`src/rtl/uart_rx_frame_pkg.sv`:
```
// Shared definitions for the UART receive framer: FSM state encoding, parity
// selectors, minimum oversampling ratio and the 3-input majority helper.
package uart_rx_frame_pkg;

  typedef enum logic [2:0] {
    ST_IDLE   = 3'd0,
    ST_START  = 3'd1,
    ST_DATA   = 3'd2,
    ST_PARITY = 3'd3,
    ST_STOP   = 3'd4
  } rx_state_t;

  localparam logic PAR_EVEN     = 1'b0;
  localparam logic PAR_ODD      = 1'b1;
  localparam int   PRESCALE_MIN = 8;

  function automatic logic maj3(input logic a, input logic b, input logic c);
    return (a & b) | (a & c) | (b & c);
  endfunction

endpackage

```
`src/rtl/uart_rx_frame_if.sv`:
```
// Serial line, frame configuration and received-byte/status bundle of the UART RX framer.
// master = upstream line/config driver, slave = the framer itself.
interface uart_rx_frame_if #(
  parameter int DATA_WIDTH = 8,
  parameter int PRESCALE_W = 6
);

  logic                  rx_in;
  logic                  par_en;
  logic                  par_typ;
  logic [PRESCALE_W-1:0] prescale;
  logic [DATA_WIDTH-1:0] p_data;
  logic                  data_valid;
  logic                  par_err;
  logic                  stp_err;
  logic                  rx_busy;

  modport master (
    output rx_in, par_en, par_typ, prescale,
    input  p_data, data_valid, par_err, stp_err, rx_busy
  );

  modport slave (
    input  rx_in, par_en, par_typ, prescale,
    output p_data, data_valid, par_err, stp_err, rx_busy
  );

endinterface

```
`src/rtl/uart_rx_frame_sampler.sv`:
```
// Per-bit oversampling counter with three-point majority sampling around the
// bit centre; reports the voted bit, its decision strobe and end-of-bit.
module uart_rx_frame_sampler
  import uart_rx_frame_pkg::*;
#(
  parameter int PRESCALE_W = 6
) (
  input  logic                  clk,
  input  logic                  rst_n,
  input  logic                  run,
  input  logic                  rx_in,
  input  logic [PRESCALE_W-1:0] prescale,
  output logic                  rx_bit,
  output logic                  sample_stb,
  output logic                  bit_end
);

  localparam logic [PRESCALE_W-1:0] ONE = PRESCALE_W'(1);

  logic [PRESCALE_W-1:0] edge_cnt;
  logic [PRESCALE_W-1:0] half;
  logic                  s0;
  logic                  s1;

  assign half       = prescale >> 1;
  assign bit_end    = (edge_cnt == (prescale - ONE));
  assign sample_stb = (edge_cnt == (half + ONE));
  // third vote is the live line value in the decision cycle itself
  assign rx_bit     = maj3(s0, s1, rx_in);

  always_ff @(posedge clk or negedge rst_n) begin
    if (!rst_n) begin
      edge_cnt <= '0;
      s0       <= 1'b1;
      s1       <= 1'b1;
    end else begin
      if (!run || bit_end) begin
        edge_cnt <= '0;
      end else begin
        edge_cnt <= edge_cnt + ONE;
      end
      if (edge_cnt == (half - ONE)) begin
        s0 <= rx_in;
      end
      if (edge_cnt == half) begin
        s1 <= rx_in;
      end
    end
  end

endmodule

```
`src/rtl/uart_rx_frame.sv`:
```
// UART receive framer: start detect, LSB-first deserialisation, optional even/odd
// parity and stop-bit check, one-cycle valid/error strobes per completed frame.
module uart_rx_frame
  import uart_rx_frame_pkg::*;
#(
  parameter int DATA_WIDTH = 8,
  parameter int PRESCALE_W = 6
) (
  input  logic            clk,
  input  logic            rst_n,
  uart_rx_frame_if.slave  bus
);

  localparam int CNT_W = (DATA_WIDTH > 1) ? $clog2(DATA_WIDTH) : 1;
  localparam logic [CNT_W-1:0]      LAST_BIT = CNT_W'(DATA_WIDTH - 1);
  localparam logic [CNT_W-1:0]      CNT_ONE  = CNT_W'(1);
  localparam logic [PRESCALE_W-1:0] P_MIN    = PRESCALE_W'(PRESCALE_MIN);

  rx_state_t state;
  rx_state_t state_nxt;

  logic                  armed;
  logic [PRESCALE_W-1:0] prescale_q;
  logic                  par_en_q;
  logic                  par_typ_q;
  logic [CNT_W-1:0]      bit_cnt;
  logic [DATA_WIDTH-1:0] shreg;
  logic                  par_bad;
  logic                  exp_par;

  logic [DATA_WIDTH-1:0] p_data_q;
  logic                  valid_q;
  logic                  par_err_q;
  logic                  stp_err_q;

  logic rx_bit;
  logic sample_stb;
  logic bit_end;

  logic capture;
  logic run;
  logic shift_en;
  logic bit_adv;
  logic par_chk;
  logic stop_chk;
  logic rx_busy;

  uart_rx_frame_sampler #(
    .PRESCALE_W (PRESCALE_W)
  ) u_sampler (
    .clk        (clk),
    .rst_n      (rst_n),
    .run        (run),
    .rx_in      (bus.rx_in),
    .prescale   (prescale_q),
    .rx_bit     (rx_bit),
    .sample_stb (sample_stb),
    .bit_end    (bit_end)
  );

  always_ff @(posedge clk or negedge rst_n) begin
    if (!rst_n) begin
      state <= ST_IDLE;
    end else begin
      state <= state_nxt;
    end
  end

  always_comb begin
    state_nxt = state;
    unique case (state)
      ST_IDLE: begin
        if (armed && !bus.rx_in) state_nxt = ST_START;
      end
      ST_START: begin
        if (sample_stb && rx_bit) state_nxt = ST_IDLE;
        else if (bit_end)         state_nxt = ST_DATA;
      end
      ST_DATA: begin
        if (bit_end && (bit_cnt == LAST_BIT)) begin
          state_nxt = par_en_q ? ST_PARITY : ST_STOP;
        end
      end
      ST_PARITY: begin
        if (bit_end) state_nxt = ST_STOP;
      end
      ST_STOP: begin
        if (sample_stb) state_nxt = ST_IDLE;
      end
      default: state_nxt = ST_IDLE;
    endcase
  end

  always_comb begin
    capture  = (state == ST_IDLE) && (state_nxt == ST_START);
    // the bit counter must restart on the very cycle the frame ends or aborts
    run      = (state_nxt != ST_IDLE);
    shift_en = (state == ST_DATA)   && sample_stb;
    bit_adv  = (state == ST_DATA)   && bit_end;
    par_chk  = (state == ST_PARITY) && sample_stb;
    stop_chk = (state == ST_STOP)   && sample_stb;
    rx_busy  = (state != ST_IDLE);
  end

  assign exp_par = (par_typ_q == PAR_ODD) ? ~^shreg : ^shreg;

  always_ff @(posedge clk or negedge rst_n) begin
    if (!rst_n) begin
      armed      <= 1'b0;
      prescale_q <= P_MIN;
      par_en_q   <= 1'b0;
      par_typ_q  <= PAR_EVEN;
      bit_cnt    <= '0;
      shreg      <= '0;
      par_bad    <= 1'b0;
      p_data_q   <= '0;
      valid_q    <= 1'b0;
      par_err_q  <= 1'b0;
      stp_err_q  <= 1'b0;
    end else begin
      valid_q   <= 1'b0;
      par_err_q <= 1'b0;
      stp_err_q <= 1'b0;
      armed     <= armed | bus.rx_in;

      if (capture) begin
        prescale_q <= (bus.prescale < P_MIN) ? P_MIN : bus.prescale;
        par_en_q   <= bus.par_en;
        par_typ_q  <= bus.par_typ;
        bit_cnt    <= '0;
        par_bad    <= 1'b0;
      end

      if (shift_en) begin
        shreg <= {rx_bit, shreg[DATA_WIDTH-1:1]};
      end

      if (bit_adv) begin
        bit_cnt <= bit_cnt + CNT_ONE;
      end

      if (par_chk) begin
        par_bad <= (rx_bit != exp_par);
      end

      if (stop_chk) begin
        if (rx_bit && !par_bad) begin
          p_data_q <= shreg;
          valid_q  <= 1'b1;
        end else begin
          par_err_q <= par_bad;
          stp_err_q <= ~rx_bit;
        end
      end
    end
  end

  assign bus.p_data     = p_data_q;
  assign bus.data_valid = valid_q;
  assign bus.par_err    = par_err_q;
  assign bus.stp_err    = stp_err_q;
  assign bus.rx_busy    = rx_busy;

endmodule

```
`src/flat_wrapper.sv`:
```
// flat-port wrapper written by rule: the top's interface ports become plain ports
module uart_rx_frame_flat import uart_rx_frame_pkg::*;
#(
  parameter int DATA_WIDTH = 8,
  parameter int PRESCALE_W = 6
)
  (clk, rst_n, bus_rx_in, bus_par_en, bus_par_typ, bus_prescale, bus_p_data, bus_data_valid, bus_par_err, bus_stp_err, bus_rx_busy);
  uart_rx_frame_if #(.DATA_WIDTH(DATA_WIDTH), .PRESCALE_W(PRESCALE_W)) bus_i ();
  input  logic clk;
  input  logic rst_n;
  input wire logic [$bits(bus_i.rx_in)-1:0] bus_rx_in;
  input wire logic [$bits(bus_i.par_en)-1:0] bus_par_en;
  input wire logic [$bits(bus_i.par_typ)-1:0] bus_par_typ;
  input wire logic [$bits(bus_i.prescale)-1:0] bus_prescale;
  output wire logic [$bits(bus_i.p_data)-1:0] bus_p_data;
  output wire logic [$bits(bus_i.data_valid)-1:0] bus_data_valid;
  output wire logic [$bits(bus_i.par_err)-1:0] bus_par_err;
  output wire logic [$bits(bus_i.stp_err)-1:0] bus_stp_err;
  output wire logic [$bits(bus_i.rx_busy)-1:0] bus_rx_busy;
  assign bus_i.rx_in = bus_rx_in;
  assign bus_i.par_en = bus_par_en;
  assign bus_i.par_typ = bus_par_typ;
  assign bus_i.prescale = bus_prescale;
  assign bus_p_data = bus_i.p_data;
  assign bus_data_valid = bus_i.data_valid;
  assign bus_par_err = bus_i.par_err;
  assign bus_stp_err = bus_i.stp_err;
  assign bus_rx_busy = bus_i.rx_busy;
  uart_rx_frame #(.DATA_WIDTH(DATA_WIDTH), .PRESCALE_W(PRESCALE_W)) u_core (.clk(clk), .rst_n(rst_n), .bus(bus_i));
endmodule
```
`config.mk`:
```
export PLATFORM = sky130hd
export DESIGN_NAME = uart_rx_frame_flat
export DESIGN_NICKNAME = d
export VERILOG_FILES = /design/src/rtl/uart_rx_frame_pkg.sv /design/src/rtl/uart_rx_frame_if.sv /design/src/rtl/uart_rx_frame_sampler.sv /design/src/rtl/uart_rx_frame.sv /design/src/flat_wrapper.sv
export SDC_FILE = /design/constraint.sdc
export NUM_CORES = 1
export LEC_CHECK = 0
export BUFFER_PORTS_ARGS = -buffer_cell sky130_fd_sc_hd__buf_4
export CORE_AREA = 2 2 68 70
export CTS_CLUSTER_SIZE = 24
export DETAILED_ROUTE_END_ITERATION = 8
export DIE_AREA = 0 0 70 72
export PLACE_DENSITY = 0.76
export SLEW_MARGIN = 10
export SYNTH_ARGS = -nofsm -noshare
export SYNTH_HDL_FRONTEND = slang
export SYNTH_SLANG_ARGS = --single-unit
```
`constraint.sdc`:
```
create_clock -name clk -period 3.7 [get_ports clk]
set_clock_uncertainty 0.15 [all_clocks]
set_input_delay 0.37 -clock clk [delete_from_list [all_inputs] [get_ports clk]]
set_output_delay 0.37 -clock clk [all_outputs]
set_load 0.02 [all_outputs]
```
==> metrics.csv, run 1 <==
stage;metric;value;unit
clock_network;cts_made_buffers;5;
floorplanning;die_h;72;microns
clock_network;clock-sinks;43;
global_routing;grt_pass1_wl;8370;microns
cells_and_area;drive_gt1_frac;0.229;
yosys;syn-mean-instance-area;10.2;sq um
cells_and_area;area_growth;12.6;%
run_status;run_status;finished, final reports clean;
yosys;synth_edf_count;0;
setup_path;critical_path_class;reg2reg;
yosys;syn_inst;237;
detailed_routing;drt_iter0_drc;91;
sta;tightest_slew;0.589;ns
yosys;synth_area;2420;sq um
detailed_routing;via_count;1779;
detailed_routing;drt_wl_total;4750;microns
setup_path;critPathLaunchType;flip-flop;
min_path;hold_class;in2reg;
global_routing;track_usage;0.211;
pwr;total_power;0.00198;W
clock_network;clock_path_buffers;2;
floorplanning;die_area;5040;sq um
placed_design;place.gp.congestion;0.837;
floorplanning;pin_count;23;
floorplanning;core_area;4260;sq um
pwr;combPwrFrac;0.439;
yosys;synth-seq-area-share;0.446;
sta;finalHoldViolCount;0;
floorplanning;start_util;0.567;
global_routing;grt_max_degree;44;
floorplanning;die_w;70;microns
pwr;peakVddDrop;0.462;mV
detailed_routing;drc;0;
detailed_routing;postRouteAntennaNets;0;
sta;setup_viol;0;
sta;min_period_over_period;0.832;
yosys;yosysUniqueCellTypes;47;
yosys;syn_nets;255;
setup_path;reg2reg_slack;0.62;ns
setup_path;cp-end-kind;flip-flop;
cells_and_area;final_nets;275;
clock_network;clk-insertion-delay-late;0.31;ns
pwr;p_leak;1.25;nW
setup_path;arrival;3.12;ns
sta;min_period;3.08;ns
pwr;pwr-share-seq;0.378;
global_routing;overflow;0;
placed_design;io_buffer_count;22;
sta;rsz0062_at_grt;false;
sta;max_freq;325;MHz
flow_run;maxCapViolations;0;
sta;max_slew_margin;0.604;
global_routing;antenna_found_initial;0;
sta;drv_slew;0;
sta;fin_setup_tns;0;ns
placed_design;hpwl;3480;microns
yosys;synth_top_cell_by_area;dfrtp_1;
clock_network;clock-root-buffer;clkbuf_8;
yosys;synth_top_area_share;0.414;
clock_network;clk_pin_slew;0.08;ns
setup_path;worstPathRequired;3.74;ns
yosys;async_flop_share;1.00;
clock_network;h-tree-depth;2;
yosys;synthTopCellsByArea;dfrtp_1, mux2_2, xnor2_1, nand2_1, xor2_1;
detailed_routing;wl_per_cell;15.3;microns
detailed_routing;viasPerCell;5.74;
pwr;intPower;0.00116;W
floorplanning;num_rows;24;
detailed_routing;first_pass_iters;5;
clock_network;cts_resized;0;
yosys;ys.flop_type;dfrtp_1;
cells_and_area;antenna_cells;0;
clock_network;cts_tree;done;
global_routing;grt_pass1_vias;1812;
yosys;yosys_warnings;0;
pwr;clkPwrFrac;0.183;
pwr;power_density;729;nW/um^2
pwr;swShare;0.413;
pwr;switchingPower;0.000819;W
setup_path;critPathMaxFanout;10;
yosys;synth-seq-cells;43;
## routing by layer
layer  wire [microns]  part of all wire  track usage
met1             2030              0.43        0.268
met2             2340              0.49        0.352
met3              224             0.047       0.0431
met4              142             0.030       0.0983
met5                0                 0            0
## worst paths after layout
check,cells after the start,startpoint,endpoint
worst max-delay path,7,u_core.prescale_q[2]$_DFFE_PN0P_,u_core.bus.p_data[7]$_DFFE_PN0P_
worst min-delay path,3,bus_par_typ,u_core.par_typ_q$_DFFE_PN0P_
worst max register to register,7,u_core.prescale_q[2]$_DFFE_PN0P_,u_core.bus.p_data[7]$_DFFE_PN0P_
worst min register to register,1,u_core.armed$_DFF_PN0_,u_core.armed$_DFF_PN0_
max in group asynchronous,2,rst_n,u_core.u_sampler.s0$_DFFE_PN1N_
min in group asynchronous,2,rst_n,u_core.bit_cnt[0]$_DFFE_PN0P_
## critical path, stage by stage (launching register included)
cell	delay, ns
dfrtp_1	0.49
inv_1	0.13
ha_1	0.30
xnor2_1	0.25
nand3_1	0.14
or3_1	0.52
nor4_4	0.58
mux2_2	0.41
## metrics by stage
stage	instance area (sq um)	instances	hold WS (ns)	setup slack (ns)	util
2_1_floorplan	2420	237	-0.0756	0.935	-
3_3_place_gp	2600	301	0.234	0.682	0.610
3_5_place_dp	2600	301	0.241	0.628	0.610
4_1_cts	2720	310	0.124	0.600	0.638
5_1_grt	2720	310	0.130	0.363	0.638
6_report	2720	310	0.127	0.620	0.638
## sequential cells by signal, summed over array words and instances, names as in the netlist, 3 cells and up
register	cells
u_core.u_sampler.edge_cnt	6
u_core.bit_cnt	3
u_core.prescale_q	6
u_core.state	3
u_core.shreg	8
u_core.bus.p_data	8
## cells by family after synthesis
logic type | Yosys count | synth area share
muxes | 21 | 0.0962
AOI/OAI and AO/OA | 34 | 0.101
adders and majority gates | 7 | 0.0362
buffers and inverters | 23 | 0.0409
DFF | 43 | 0.446
xor gates and xnor gates | 32 | 0.116
and+or+nand+nor | 77 | 0.163
## cells in the final DEF (no fill, tap or decap), drive strengths merged, types with 2 or more instances in the layout
cell / instances
a31oi: 7
o31ai: 2
or3: 3
nor4: 2
inv: 12
ha: 7
or2: 2
buf: 23
o211ai: 3
o21ai: 7
xnor2: 21
nand2: 30
mux2: 18
dfrtp: 40
xor2: 11
nor3: 6
nor2: 12
nor4b: 2
o21a: 3
nand2b: 2
nand3: 11
clkbuf: 6
dfstp: 3
mux2i: 3
a21oi: 2
## cells in the mapped netlist (2+ instances only)
cell / number
or3_1: 3
nor3_1: 5
o211ai_1: 3
o31ai_1: 2
inv_1: 12
o21a_1: 3
or2_2: 2
xnor2_1: 21
o21ai_0: 7
xor2_1: 11
dfstp_2: 3
dfrtp_1: 40
nand2b_1: 2
nand3_1: 11
ha_1: 7
clkbuf_1: 6
mux2_2: 18
buf_2: 3
a21oi_1: 2
a31oi_1: 7
nor2_1: 12
mux2i_1: 3
nand2_1: 30
## repair_timing
| item | in CTS | in global routing |
|---|---|---|
| hold buffers | 1 | 0 |
| buffers inserted | 0 | 0 |
| hold endpoints to repair | 40 | 0 |
| endpoints found under the setup margin | 0 | 0 |
## power by group through the flow
| stage | Clock [W] | Combinational, W | Sequential (W) |
|---|---|---|---|
| 6_report | 0.000363 | 0.000871 | 0.000749 |
| 3_5_place_dp | 0 | 0.000861 | 0.000757 |
| 2_1_floorplan | 0 | 0.000767 | 0.000663 |
| 3_3_place_gp | 0 | 0.000832 | 0.000753 |
| 4_1_cts | 0.000368 | 0.000871 | 0.000747 |
| 5_1_grt | 0.000387 | 0.000983 | 0.000773 |
## layout make-up
class / instances / area, sq um
Tap cell: 52 / 65.1
Timing Repair Buffer: 24 / 183
Fill cell: 362 / 1540
Inverter: 12 / 45.0
Multi-Input combinational cell: 171 / 1240
Sequential cell: 43 / 1080
Clock inverter: 2 / 37.5
Clock buffer: 6 / 72.6
Power figures use the tool's default switching activity.
==> run 2: changes to the inputs <==
- clock period: 3.7 -> 3 ns (I/O delays scaled with it)
==> metrics.csv, run 2 (synthesized netlist as in run 1, its figures left out) <==
stage;metric;value;unit;change
sta;tightest_slew;0.584;ns;-0.00553 ns
global_routing;overflow;0;;unchanged
sta;setup_viol;0;;unchanged
placed_design;io_buffer_count;22;;unchanged
clock_network;clock_path_buffers;2;;unchanged
detailed_routing;drt_wl_total;4760;microns;+0.38%
setup_path;arrival;2.83;ns;-0.29 ns
min_path;hold_class;in2reg;;
detailed_routing;wl_per_cell;15.0;microns;-2.1%
cells_and_area;final_common_cell;dfrtp_1;;
pwr;total_power;0.00252;W;+27%
floorplanning;pin_count;23;;unchanged
global_routing;grt_pass1_vias;1755;;-3.1%
sta;max_slew_margin;0.607;;+0.00253
global_routing;track_usage;0.209;;-0.00210
clock_network;cts_post_setup_buffers_inserted;0;;unchanged
cells_and_area;seq_area;1080;sq um;unchanged
detailed_routing;postRouteAntennaNets;0;;unchanged
run_status;run_status;finished, final reports clean;;
pwr;peakVddDrop;0.448;mV;-3.0%
clock_network;clk_pin_slew;0.08;ns;about the same
sta;max_freq;358;MHz;+10%
cells_and_area;multi_input_area;1250;sq um;+1.0%
detailed_routing;drc;0;;unchanged
setup_path;critPathMaxFanout;9;;-1
floorplanning;core_area;4260;sq um;unchanged
floorplanning;die_h;72;microns;unchanged
pwr;power_density;897;nW/um^2;+23%
sta;drv_slew;0;;unchanged
clock_network;cts_made_buffers;5;;unchanged
floorplanning;die_area;5040;sq um;unchanged
clock_network;clock-root-buffer;clkbuf_8;;
sta;rsz0062_at_grt;false;;
cells_and_area;final_cell_mix;dfrtp_1, buf_4, nand2_1;;
floorplanning;start_util;0.567;;unchanged
cells_and_area;fill_cells;369;;+1.9%
detailed_routing;first_pass_iters;4;;-1
detailed_routing;viasPerCell;5.63;;-1.9%
global_routing;grt_max_degree;44;;unchanged
flow_run;maxCapViolations;0;;unchanged
pwr;p_leak;1.30;nW;+4.5%
setup_path;worstPathRequired;3.03;ns;-0.71 ns
sta;fin_setup_tns;0;ns;unchanged
setup_path;critical_path_class;reg2reg;;
cells_and_area;drive_gt1_frac;0.263;;+0.0345
sta;min_period_over_period;0.932;;+0.0997
placed_design;hpwl;3450;microns;-0.83%
global_routing;grt_pass1_wl;8310;microns;-0.66%
clock_network;clock-sinks;43;;unchanged
setup_path;critPathLaunchType;flip-flop;;
cells_and_area;area_growth;15.9;%;
sta;finalHoldViolCount;0;;unchanged
clock_network;clk-insertion-delay-late;0.29;ns;-0.02 ns
floorplanning;die_w;70;microns;unchanged
global_routing;antenna_found_initial;0;;unchanged
detailed_routing;drt_iter0_drc;73;;-20%
sta;min_period;2.80;ns;-0.284 ns
cells_and_area;final_nets;283;;+2.9%
placed_design;place.gp.congestion;0.882;;+5.4%
detailed_routing;via_count;1791;;+0.67%
clock_network;h-tree-depth;2;;unchanged
setup_path;cp-end-kind;flip-flop;;
cells_and_area;antenna_cells;0;;unchanged
clock_network;cts_tree;done;;
floorplanning;num_rows;24;;unchanged
run 2: path summary, 6_finish.rpt:
path / endpoint / slack (ns) / start / cells past startpoint
worst max-delay path: u_core.state[1]$_DFF_PN0_ / 0.20 / u_core.prescale_q[2]$_DFFE_PN0P_ / 9
worst min-delay path: u_core.par_typ_q$_DFFE_PN0P_ / 0.06 / bus_par_typ / 3
worst max register to register: u_core.state[1]$_DFF_PN0_ / 0.20 / u_core.prescale_q[2]$_DFFE_PN0P_ / 9
worst min register to register: u_core.armed$_DFF_PN0_ / 0.33 / u_core.armed$_DFF_PN0_ / 1
max in group asynchronous: u_core.u_sampler.s0$_DFFE_PN1N_ / 1.93 / rst_n / 2
min in group asynchronous: u_core.prescale_q[5]$_DFFE_PN0P_ / 0.38 / rst_n / 2
run 2: critical path, cell delays in order (launching register included):
cell	delay [ns]
dfrtp_1	0.49
inv_1	0.14
ha_1	0.24
a21boi_0	0.32
nand2_1	0.11
xnor2_1	0.17
or4_1	0.54
buf_4	0.19
o21a_1	0.18
o21a_1	0.17
run 2: what timing repair did:
| action | CTS | global route |
|---|---|---|
| endpoints found under the hold margin | 40 | 0 |
| gates resized for setup | 0 | 2 |
| setup endpoints to repair | 0 | 12 |
| hold buffers | 1 | 0 |
run 2: metal layers:
| metal | GRT usage | share of wire |
|---|---|---|
| met1 | 0.284 | 0.46 |
| met4 | 0.0620 | 0.010 |
| met5 | 0 | 0 |
| met2 | 0.342 | 0.48 |
| met3 | 0.0458 | 0.040 |
run 2: power by group:
group	total [W]	internal, W	switching (W)
clock network	0.000464	0.000269	0.000194
logic	0.00113	0.000524	0.000601
registers	0.000926	0.000716	0.000210
run 2: stage by stage:
step / worst slack [ns] / area (sq um) / utilization / std cells / hold slack, ns
6_report: 0.203 / 2800 / 0.657 / 318 / 0.0608
5_1_grt: 0.00587 / 2800 / 0.657 / 318 / 0.0773
2_1_floorplan: 0.235 / 2420 / - / 237 / -0.146
3_3_place_gp: 0.173 / 2660 / 0.624 / 309 / 0.165
3_5_place_dp: 0.135 / 2660 / 0.624 / 309 / 0.173
4_1_cts: 0.0937 / 2790 / 0.654 / 318 / 0.0600
run 2: cell type report:
class / count / share of cell area
multi-input cells: 171 / 0.447
clock buffers: 6 / 0.0295
inverters: 12 / 0.0161
clock inverters: 2 / 0.0125
repair buffers: 32 / 0.0866
well taps: 52 / 0.0232
flip-flops and latches: 43 / 0.385
